[config.mk]
export PLATFORM = sky130hd
export DESIGN_NAME = alu_control_seq
export DESIGN_NICKNAME = d
export VERILOG_FILES = /design/src/rtl/mips_alu_pkg.sv /design/src/rtl/alu_funct_decode.sv /design/src/rtl/alu_control_seq.sv
export SDC_FILE = /design/constraint.sdc
export NUM_CORES = 1
export LEC_CHECK = 0
export CAP_MARGIN = 20
export CORE_MARGIN = 4
export CORE_UTILIZATION = 54
export CTS_BUF_LIST = sky130_fd_sc_hd__clkbuf_8
export CTS_CLUSTER_SIZE = 14
export DETAILED_ROUTE_END_ITERATION = 12
export GPL_TIMING_DRIVEN = 0
export PLACE_DENSITY = 0.82
export SLEW_MARGIN = 10
export SYNTH_ARGS = -nofsm -noshare
export SYNTH_HDL_FRONTEND = slang
export SYNTH_HIERARCHICAL = 1
export SYNTH_SLANG_ARGS = --single-unit
[constraint.sdc]
create_clock -name clk -period 4.45 [get_ports clk]
set_clock_uncertainty 0.05 [all_clocks]
set_input_delay 1.335 -clock clk [delete_from_list [all_inputs] [get_ports clk]]
set_output_delay 1.335 -clock clk [all_outputs]
set_load 0.05 [all_outputs]
[src/rtl/mips_alu_pkg.sv]
`default_nettype none
// ============================================================================
// Module      : mips_alu_pkg
// Description : Shared ALU-control encodings: ALU operation codes, main-control
//               aluop classes, R-type funct values and the mult/div FSM states.
// Revision    : 1.0 - initial release
// ============================================================================
package mips_alu_pkg;

    // ALU operation codes driven to the EX-stage ALU / mult-div unit
    localparam logic [3:0] ALU_SLL   = 4'b0000;
    localparam logic [3:0] ALU_SRL   = 4'b0001;
    localparam logic [3:0] ALU_SRA   = 4'b0010;
    localparam logic [3:0] ALU_ADD   = 4'b0011;
    localparam logic [3:0] ALU_SLT   = 4'b0100;
    localparam logic [3:0] ALU_AND   = 4'b0101;
    localparam logic [3:0] ALU_OR    = 4'b0110;
    localparam logic [3:0] ALU_XOR   = 4'b0111;
    localparam logic [3:0] ALU_NOR   = 4'b1000;
    localparam logic [3:0] ALU_LUI   = 4'b1001;
    localparam logic [3:0] ALU_SUB   = 4'b1010;
    localparam logic [3:0] ALU_MULT  = 4'b1011;
    localparam logic [3:0] ALU_MULTU = 4'b1100;
    localparam logic [3:0] ALU_DIV   = 4'b1101;
    localparam logic [3:0] ALU_DIVU  = 4'b1110;
    localparam logic [3:0] ALU_NOP   = 4'b1111;

    // Main-control ALU classes
    localparam logic [2:0] ALUOP_RTYPE = 3'b000;
    localparam logic [2:0] ALUOP_ADD   = 3'b001;
    localparam logic [2:0] ALUOP_AND   = 3'b010;
    localparam logic [2:0] ALUOP_OR    = 3'b011;
    localparam logic [2:0] ALUOP_XOR   = 3'b100;
    localparam logic [2:0] ALUOP_SLL   = 3'b101;
    localparam logic [2:0] ALUOP_SLT   = 3'b110;
    localparam logic [2:0] ALUOP_LUI   = 3'b111;

    // R-type funct field values
    localparam logic [5:0] FUNCT_SLL   = 6'h00;
    localparam logic [5:0] FUNCT_SRL   = 6'h02;
    localparam logic [5:0] FUNCT_SRA   = 6'h03;
    localparam logic [5:0] FUNCT_SLLV  = 6'h04;
    localparam logic [5:0] FUNCT_SRLV  = 6'h06;
    localparam logic [5:0] FUNCT_SRAV  = 6'h07;
    localparam logic [5:0] FUNCT_JALR  = 6'h09;
    localparam logic [5:0] FUNCT_MULT  = 6'h18;
    localparam logic [5:0] FUNCT_MULTU = 6'h19;
    localparam logic [5:0] FUNCT_DIV   = 6'h1A;
    localparam logic [5:0] FUNCT_DIVU  = 6'h1B;
    localparam logic [5:0] FUNCT_ADDU  = 6'h21;
    localparam logic [5:0] FUNCT_SUBU  = 6'h23;
    localparam logic [5:0] FUNCT_AND   = 6'h24;
    localparam logic [5:0] FUNCT_OR    = 6'h25;
    localparam logic [5:0] FUNCT_XOR   = 6'h26;
    localparam logic [5:0] FUNCT_NOR   = 6'h27;
    localparam logic [5:0] FUNCT_SLT   = 6'h2A;

    // Mult/div sequencing states
    typedef enum logic [1:0] {
        IDLE = 2'd0,
        BUSY = 2'd1,
        DONE = 2'd2
    } md_state_t;

endpackage : mips_alu_pkg
`default_nettype wire

[src/rtl/alu_funct_decode.sv]
`default_nettype none
// ============================================================================
// Module      : alu_funct_decode
// Description : Combinational (aluop, funct) -> {alu code, is mult/div,
//               illegal} decode. Illegal inputs always yield ALU_NOP.
// Revision    : 1.0 - initial release
// ============================================================================
module alu_funct_decode
    import mips_alu_pkg::*;
#(
    parameter int ALUOP_W = 3,
    parameter int FUNCT_W = 6,
    parameter int CODE_W  = 4
) (
    input  logic [ALUOP_W-1:0] i_aluop,
    input  logic [FUNCT_W-1:0] i_funct,
    output logic [CODE_W-1:0]  o_code,
    output logic               o_is_md,
    output logic               o_illegal
);

    logic w_aluop_hi;

    // aluop encodings beyond the 3-bit class table are undefined
    generate
        if (ALUOP_W > 3) begin : g_aluop_wide
            assign w_aluop_hi = |i_aluop[ALUOP_W-1:3];
        end else begin : g_aluop_narrow
            assign w_aluop_hi = 1'b0;
        end
    endgenerate

    // Class decode first, then the R-type funct table
    always_comb begin
        o_code    = CODE_W'(ALU_NOP);
        o_is_md   = 1'b0;
        o_illegal = 1'b0;
        if (w_aluop_hi) begin
            o_illegal = 1'b1;
        end else begin
            case (i_aluop[2:0])
                ALUOP_ADD: o_code = CODE_W'(ALU_ADD);
                ALUOP_AND: o_code = CODE_W'(ALU_AND);
                ALUOP_OR:  o_code = CODE_W'(ALU_OR);
                ALUOP_XOR: o_code = CODE_W'(ALU_XOR);
                ALUOP_SLL: o_code = CODE_W'(ALU_SLL);
                ALUOP_SLT: o_code = CODE_W'(ALU_SLT);
                ALUOP_LUI: o_code = CODE_W'(ALU_LUI);
                default: begin
                    case (i_funct)
                        FUNCT_W'(FUNCT_SLL),  FUNCT_W'(FUNCT_SLLV): o_code = CODE_W'(ALU_SLL);
                        FUNCT_W'(FUNCT_SRL),  FUNCT_W'(FUNCT_SRLV): o_code = CODE_W'(ALU_SRL);
                        FUNCT_W'(FUNCT_SRA),  FUNCT_W'(FUNCT_SRAV): o_code = CODE_W'(ALU_SRA);
                        FUNCT_W'(FUNCT_ADDU), FUNCT_W'(FUNCT_JALR): o_code = CODE_W'(ALU_ADD);
                        FUNCT_W'(FUNCT_SUBU): o_code = CODE_W'(ALU_SUB);
                        FUNCT_W'(FUNCT_AND):  o_code = CODE_W'(ALU_AND);
                        FUNCT_W'(FUNCT_OR):   o_code = CODE_W'(ALU_OR);
                        FUNCT_W'(FUNCT_XOR):  o_code = CODE_W'(ALU_XOR);
                        FUNCT_W'(FUNCT_NOR):  o_code = CODE_W'(ALU_NOR);
                        FUNCT_W'(FUNCT_SLT):  o_code = CODE_W'(ALU_SLT);
                        FUNCT_W'(FUNCT_MULT): begin
                            o_code  = CODE_W'(ALU_MULT);
                            o_is_md = 1'b1;
                        end
                        FUNCT_W'(FUNCT_MULTU): begin
                            o_code  = CODE_W'(ALU_MULTU);
                            o_is_md = 1'b1;
                        end
                        FUNCT_W'(FUNCT_DIV): begin
                            o_code  = CODE_W'(ALU_DIV);
                            o_is_md = 1'b1;
                        end
                        FUNCT_W'(FUNCT_DIVU): begin
                            o_code  = CODE_W'(ALU_DIVU);
                            o_is_md = 1'b1;
                        end
                        default: o_illegal = 1'b1;
                    endcase
                end
            endcase
        end
    end

endmodule : alu_funct_decode
`default_nettype wire

[src/rtl/alu_control_seq.sv]
`default_nettype none
// ============================================================================
// Module      : alu_control_seq
// Description : Registered ALU-control stage for the EX path. Decodes
//               aluop/funct with one cycle of latency and sequences
//               multi-cycle mult/div ops with a valid/ready stall.
// Revision    : 1.0 - initial release
// ============================================================================
module alu_control_seq
    import mips_alu_pkg::*;
#(
    parameter int ALUOP_W    = 3,
    parameter int FUNCT_W    = 6,
    parameter int CODE_W     = 4,
    parameter int MD_LATENCY = 32
) (
    input  logic               clk,
    input  logic               reset,
    input  logic               i_valid,
    output logic               o_ready,
    input  logic               i_flush,
    input  logic [ALUOP_W-1:0] i_aluop,
    input  logic [FUNCT_W-1:0] i_funct,
    output logic [CODE_W-1:0]  o_alu_code,
    output logic               o_valid,
    output logic               o_md_start,
    output logic               o_md_done,
    output logic               o_stall,
    output logic               o_illegal
);

    localparam int CNT_W = $clog2(MD_LATENCY + 1);
    localparam logic [CNT_W-1:0] c_cnt_load = CNT_W'(MD_LATENCY - 1);

    md_state_t         r_state, w_state_nxt;
    logic [CNT_W-1:0]  r_cnt, w_cnt_nxt;
    logic [CODE_W-1:0] r_alu_code, w_alu_code_nxt;
    logic              r_valid, w_valid_nxt;
    logic              r_md_start, w_md_start_nxt;
    logic              r_md_done, w_md_done_nxt;
    logic              r_illegal, w_illegal_nxt;

    logic [CODE_W-1:0] w_dec_code;
    logic              w_dec_is_md;
    logic              w_dec_illegal;
    logic              w_accept;

    alu_funct_decode #(
        .ALUOP_W (ALUOP_W),
        .FUNCT_W (FUNCT_W),
        .CODE_W  (CODE_W)
    ) u_decode (
        .i_aluop   (i_aluop),
        .i_funct   (i_funct),
        .o_code    (w_dec_code),
        .o_is_md   (w_dec_is_md),
        .o_illegal (w_dec_illegal)
    );

    assign o_ready    = (r_state == IDLE);
    assign o_stall    = (r_state != IDLE);
    assign w_accept   = i_valid & o_ready & ~i_flush;

    assign o_alu_code = r_alu_code;
    assign o_valid    = r_valid;
    assign o_md_start = r_md_start;
    assign o_md_done  = r_md_done;
    assign o_illegal  = r_illegal;

    // Next-state and next-output decode; pulses default low every cycle.
    // A single-cycle mult/div spends its one count cycle in BUSY so that
    // o_md_done always lands MD_LATENCY cycles after o_md_start.
    always_comb begin
        w_state_nxt    = r_state;
        w_cnt_nxt      = r_cnt;
        w_alu_code_nxt = r_alu_code;
        w_valid_nxt    = 1'b0;
        w_md_start_nxt = 1'b0;
        w_md_done_nxt  = 1'b0;
        w_illegal_nxt  = 1'b0;
        case (r_state)
            IDLE: begin
                w_alu_code_nxt = CODE_W'(ALU_NOP);
                if (w_accept) begin
                    if (w_dec_illegal) begin
                        w_illegal_nxt = 1'b1;
                    end else begin
                        w_alu_code_nxt = w_dec_code;
                        w_valid_nxt    = 1'b1;
                        if (w_dec_is_md) begin
                            w_md_start_nxt = 1'b1;
                            w_cnt_nxt      = c_cnt_load;
                            w_state_nxt    = BUSY;
                        end
                    end
                end
            end
            BUSY: begin
                if (i_flush) begin
                    w_state_nxt    = IDLE;
                    w_cnt_nxt      = '0;
                    w_alu_code_nxt = CODE_W'(ALU_NOP);
                end else if (r_cnt == '0) begin
                    w_state_nxt   = DONE;
                    w_md_done_nxt = 1'b1;
                end else begin
                    w_cnt_nxt = r_cnt - CNT_W'(1);
                end
            end
            DONE: begin
                w_state_nxt = IDLE;
                if (i_flush) begin
                    w_cnt_nxt      = '0;
                    w_alu_code_nxt = CODE_W'(ALU_NOP);
                end
            end
            default: begin
                w_state_nxt    = IDLE;
                w_cnt_nxt      = '0;
                w_alu_code_nxt = CODE_W'(ALU_NOP);
            end
        endcase
    end

    // State, counter and output registers; reset overrides everything
    always_ff @(posedge clk) begin
        if (reset) begin
            r_state    <= IDLE;
            r_cnt      <= '0;
            r_alu_code <= CODE_W'(ALU_NOP);
            r_valid    <= 1'b0;
            r_md_start <= 1'b0;
            r_md_done  <= 1'b0;
            r_illegal  <= 1'b0;
        end else begin
            r_state    <= w_state_nxt;
            r_cnt      <= w_cnt_nxt;
            r_alu_code <= w_alu_code_nxt;
            r_valid    <= w_valid_nxt;
            r_md_start <= w_md_start_nxt;
            r_md_done  <= w_md_done_nxt;
            r_illegal  <= w_illegal_nxt;
        end
    end

endmodule : alu_control_seq
`default_nettype wire

After elaboration in Yosys (flattened, before gate mapping)
Index checks and enable logic that the tools add are counted.
W data, S select, Z words.
{"block": "word_totals", "reg_bits": 16, "input_bits": 13, "output_inout_bits": 10}
{"block": "op_classes", "add_sub_neg": 1, "eq_ne": 33, "mux": 27, "bitwise_logic": 6, "reduce_logical": 17}
{"cell": "$pmux W4 S14", "n": 1}
{"cell": "$eq A6 B6 Y1 const B", "n": 7}
{"cell": "$mux W6", "n": 6}
{"cell": "$pmux W4 S7", "n": 1}
{"cell": "$eq A6 B5 Y1 const B", "n": 4}
{"cell": "$eq A6 B3 Y1 const B", "n": 3}
{"cell": "$pmux W6 S3", "n": 1}
{"cell": "$reduce_or A18 Y1", "n": 1}
{"cell": "$eq A3 B3 Y1 const B", "n": 4}
{"cell": "$eq A6 B2 Y1 const B", "n": 2}
{"cell": "$logic_not A6 Y1", "n": 2}
{"cell": "$mux W4", "n": 3}
{"cell": "$mux W2", "n": 5}
{"cell": "$reduce_or A2 Y1", "n": 5}
{"cell": "$mux W1", "n": 8}
{"cell": "$pmux W4 S2", "n": 1}
{"cell": "$reduce_or A4 Y1", "n": 2}
{"cell": "$reduce_or A7 Y1", "n": 1}
{"cell": "$eq A3 B2 Y1 const B", "n": 2}
{"cell": "$eq A6 B4 Y1 const B", "n": 1}
{"cell": "$ne A2 B1 Y1 const B", "n": 3}
{"cell": "$ne A3 B3 Y1 const B", "n": 2}
{"cell": "$reduce_or A3 Y1", "n": 2}
{"cell": "$sub A6 B1 Y6 const B", "n": 1}
{"cell": "other kinds (11)", "n": 16}

Longest topological paths before layout
{"block": "depth", "word_depth": 8, "depth_mapped": 10}

Modules after synthesis
The synthesis kept the hierarchy.
{"module": "alu_control_seq", "n_inst": 1, "cells_each": 92, "area_each_um2": 819.5}
{"module": "alu_funct_decode", "n_inst": 1, "cells_each": 61, "area_each_um2": 409.1}

Least setup slack after synthesis
Ideal clock, no wire load.
{"block": "synth_path", "path_kind": "input-to-reg", "start": "in i_funct[2]", "end": "reg r_cnt[5]", "setup_time_ps": 71, "arrival_ps": 3403, "required_time_ps": 4329, "path_slack_ps": 926, "path_stages": 10, "path_buffers": 2, "cell_sequence": "buf_2 -> nor3b_1 -> o311ai_0 -> a21oi_1 -> nor2_1 -> and4bb_1 -> o21ai_2 -> buf_6 -> or4_1 -> a21oi_1"}
{"block": "synth_between", "elab_chain_cells": 6, "word_cells_on_any_way": 27}
{"item": "start, declared", "line_no": "alu_control_seq.sv:23", "text": "input logic [FUNCT_W-1:0] i_funct,"}
{"item": "$eq A6 B3 Y1, or another cell as far along", "line_no": "alu_funct_decode.sv:50", "text": "case (i_funct)"}
{"item": "$reduce_or A18 Y1 (no source line) (*)"}
{"item": "$mux W1 (*)", "line_no": "alu_funct_decode.sv:50"}
{"item": "$mux W1 (*)", "line_no": "alu_funct_decode.sv:41", "text": "case (i_aluop[2:0])"}
{"item": "net w_dec_illegal", "line_no": "alu_control_seq.sv:45", "text": "logic w_dec_illegal;"}
{"item": "$ne A2 B2 Y1 (no source line) (*)"}
{"item": "$reduce_and A5 Y1 (no source line) (*)"}
{"item": "end signal, assigned", "line_no": "alu_control_seq.sv:137", "text": "r_cnt <= w_cnt_nxt;"}
{"item": "end, declared", "line_no": "alu_control_seq.sv:36", "text": "logic [CNT_W-1:0] r_cnt, w_cnt_nxt;"}
The timed path passes the listed nets; every way through them passes the cells marked *.
A chain may end at the register's enable or synchronous reset.

Worst setup path after layout
Ends and elaborated chain as after synthesis.

==> summary by stage <==
Synthesis
The cell area that synthesis handed to floorplanning was 1230 µm². Counting flops and latches in the post-synthesis netlist gives 16. Of all flip-flops after synthesis, the portion carrying an async set or reset was 0. In the post-synthesis netlist, the biggest area contributors are sky130_fd_sc_hd__dfxtp_1 (26%), sky130_fd_sc_hd__a21oi_1 (4.1%), sky130_fd_sc_hd__ha_1 (4.1%). The largest total area in the synthesized netlist belongs to sky130_fd_sc_hd__dfxtp_1. The share of the yosys chip area belonging to registers is 0.261. Counting flops with a built-in enable in the synthesized netlist gives 0.

The total number of yosys warnings is 6. The cell count after synthesis is 153. When the netlist entered floorplanning its net count stood at 170. The share of the synthesized area in the top cell type is 0.261.

The post-synthesis cell type count is 53. The post-synthesis area per instance is 8.03 µm². The top flip-flop cell by instance count after synthesis is sky130_fd_sc_hd__dfxtp_1.

Route
The number of detailed-route iterations in the first pass is 5. The total number of vias is 1266. The number of vias per cell is 6.24. In the final routed layout, each cell accounts on average for 15.2 µm.

The residual DRC count is 0. The total wirelength of the detailed-routed design is 3080 µm. For this block, the initial DRC count from the detailed router was 44.

The number of nets with antenna violations after routing is 0.

Clock network
The number of buffers on the longest clock path is 2. The number of gates resized after CTS was 0. Clock tree synthesis inserted a total of 3 buffers. In this run the number of H-tree levels came out at 1. Counting every sink on the clock net gives 16. The count of hold buffers inserted by post-cts repair is 0. Clock tree synthesis selected as its root buffer the cell sky130_fd_sc_hd__clkbuf_8.

The clock-pin transition on the worst setup and hold timing paths is 60 ps. Clock latency on the worst-skew pair, taken at its later pin, is 250 ps. The number of buffers inserted by post-CTS setup repair is 0. TritonCTS built the clock tree.

Floorplan
The area enclosed by the die boundary is 3100 µm². The core box area is 2190 µm². In this run the core area contains 17 standard-cell rows. For this configuration, the core starts out at a cell density of 0.561. The die height is 55.7 µm.

From left edge to right edge, the die measures 55.7 µm. Pin placement for this block handled 23 I/O pins.

Global routing
After global routing the overflow that remains totals 0. The via count of the first global-routing pass was 1230. Entering global routing, the biggest net connects 11 pins. The initial antenna violation count is 0.

The first global-routing pass estimated 5260 µm of wire. For this run, the total global-route usage over all layers was measured as 0.209.

Pwr
The worst-case vdd ir drop is 0.000296 V. The power per unit of standard cell area is 461 nW/µm². Power comes to 0.691 mW. The standby leakage power is 0.551 nW.

Critical path
The top fanout value on the critical path is 10. In this run the worst setup path begins at i_funct[2]. The worst register-to-register path begins at r_cnt[0]. STA classifies the critical path endpoint as a flip-flop. Data arrives at the worst endpoint at 4160 ps.

The type of the setup path with the least slack is in2reg. The startpoint class of the critical path is an input pin. The worst endpoint required time is 4590 ps.

Cells and area
Of the cells placed in the final design, the portion with a size suffix greater than 1 is 0.131. The number of inserted filler cells in the final layout is 169. The number of standard cells in the layout, taps in and fillers out is 203. The combined flip-flop and latch cell area is 320 µm². From synthesis to final layout, the design area changed by 22.0%. The number of antenna diodes in the final layout is 0.

The post-layout net count is 193. The area of combinational cells with multiple inputs is 808 µm².

Place
The count of port buffers added during placement is 18. The weighted congestion at the end of routability-driven global placement is 0.900. In this run, placement finished with an instance count of 199. Detailed placement finished with a half-perimeter wire length of 2240 µm.

Run status
The flow ran to the end, and the final reports show no timing, DRC or antenna violations.

Timing
The number of max-slew violations in the final report was 0. Dividing the final minimum period by the clock period gives 0.903. Setup violations remaining at the end of the flow were counted as 0.

For this run, the top clock speed supported by timing is 249 MHz. The worst-margin pin slew is 489 ps. The number of hold violations in the final report is 0. The smallest clock period supported by the final layout is computed as 4020 ps. Setup repair after global routing left no endpoint under its margin. Headroom to the max-slew limit came out at 0.666.

Adding up every negative setup slack in the final design gives 0 ps.

Flow run
The number of maximum-capacitance violations is 0.

Worst hold path
The launch point of the worst hold path is o_alu_code[0]. The path class of the lowest-slack min-delay path is reg2reg.
[synth_stat cells (all sizes together), types with 2 or more instances]
cell and number:
nor2 13, nor2b 3, or4b 2, mux2i 2
or3 4, nor3b 3, o22ai 6, nand4 2
nand3 3, or4 4, nand2b 8, o311ai 2
clkbuf 2, inv 10, o21ai 9, buf 8
nor3 6, ha 4, o221ai 3, dfxtp 16
nand2 9, and2 2, a21oi 10, a211oi 2
[through the flow]
stage / area (µm²) / util / hold slack [ps] / setup WS (ps)
6_report: 1500 / 0.684 / 431 / 430
5_1_grt: 1500 / 0.684 / 471 / 258
4_1_cts: 1500 / 0.684 / 437 / 464
3_5_place_dp: 1440 / 0.659 / 416 / 244
3_3_place_gp: 1440 / 0.659 / 410 / 304
2_1_floorplan: 1230 / - / 413 / 926
[area by class of cell]
cell class | count | share of cell area
repair buffers | 18 | 0.120
clock buffers | 4 | 0.0367
flip-flops and latches | 16 | 0.214
multi-input cells | 117 | 0.539
plain buffers | 10 | 0.0417
well taps | 28 | 0.0234
inverters | 10 | 0.0250
[per-layer routing]
layer	wire length [µm]	GRT usage
met1	1270	0.236
met2	1580	0.372
met3	174	0.0394
met4	60	0.104
met5	0	0
[worst paths after layout]
path / slack, ps / depth (start not counted) / end
worst min-delay path: 430 / 2 / o_alu_code[0]
worst min register to register: 430 / 2 / o_alu_code[0]
worst max register to register: 2500 / 6 / r_cnt[1]
worst max-delay path: 430 / 11 / r_cnt[5]
[cell usage in the layout, fill, tap and decap left out, drive strengths merged, types with 2 or more instances in the layout]
cell type / count
nor2b: 3
o311ai: 2
buf: 8
or4b: 2
and2: 2
nor2: 13
or4: 4
nand2: 9
o21ai: 9
ha: 4
dfxtp: 16
inv: 10
clkdlybuf4s50: 18
nand2b: 8
clkbuf: 6
nor3b: 3
or3: 4
nor3: 6
nand4: 2
nand3: 3
o221ai: 3
a211oi: 2
mux2i: 2
o22ai: 6
a21oi: 10
[registers in the layout, summed over array words and instances (netlist names)]
name,count
o_alu_code,4
o_illegal,1
o_md_done,1
o_md_start,1
o_valid,1
r_cnt,6
r_state,2
[cell families after synthesis]
logic type	synth area share
AND/OR/NAND/NOR	0.320
multiplexers	0.0163
AO/OA/AOI/OAI	0.267
adder cells (fa/ha/maj)	0.0407
buffers and inverters	0.0815
flip-flops	0.261
XOR/XNOR	0.0143
[where the power goes]
group	switching, mW	internal, mW
Combinational	0.232	0.142
Sequential	0.0189	0.167
Clock	0.0525	0.0786
Total	0.303	0.388
[critical path: stages]
cell	delay (ps)
sky130_fd_sc_hd__clkdlybuf4s50_1	430
sky130_fd_sc_hd__buf_2	190
sky130_fd_sc_hd__nor3b_1	270
sky130_fd_sc_hd__o311ai_0	200
sky130_fd_sc_hd__a21oi_1	420
sky130_fd_sc_hd__nor2_1	130
sky130_fd_sc_hd__and4bb_1	330
sky130_fd_sc_hd__o21ai_2	80
sky130_fd_sc_hd__buf_6	140
sky130_fd_sc_hd__or4_1	490
sky130_fd_sc_hd__a21oi_1	130
No activity file was read; power rests on OpenSTA's default activity.
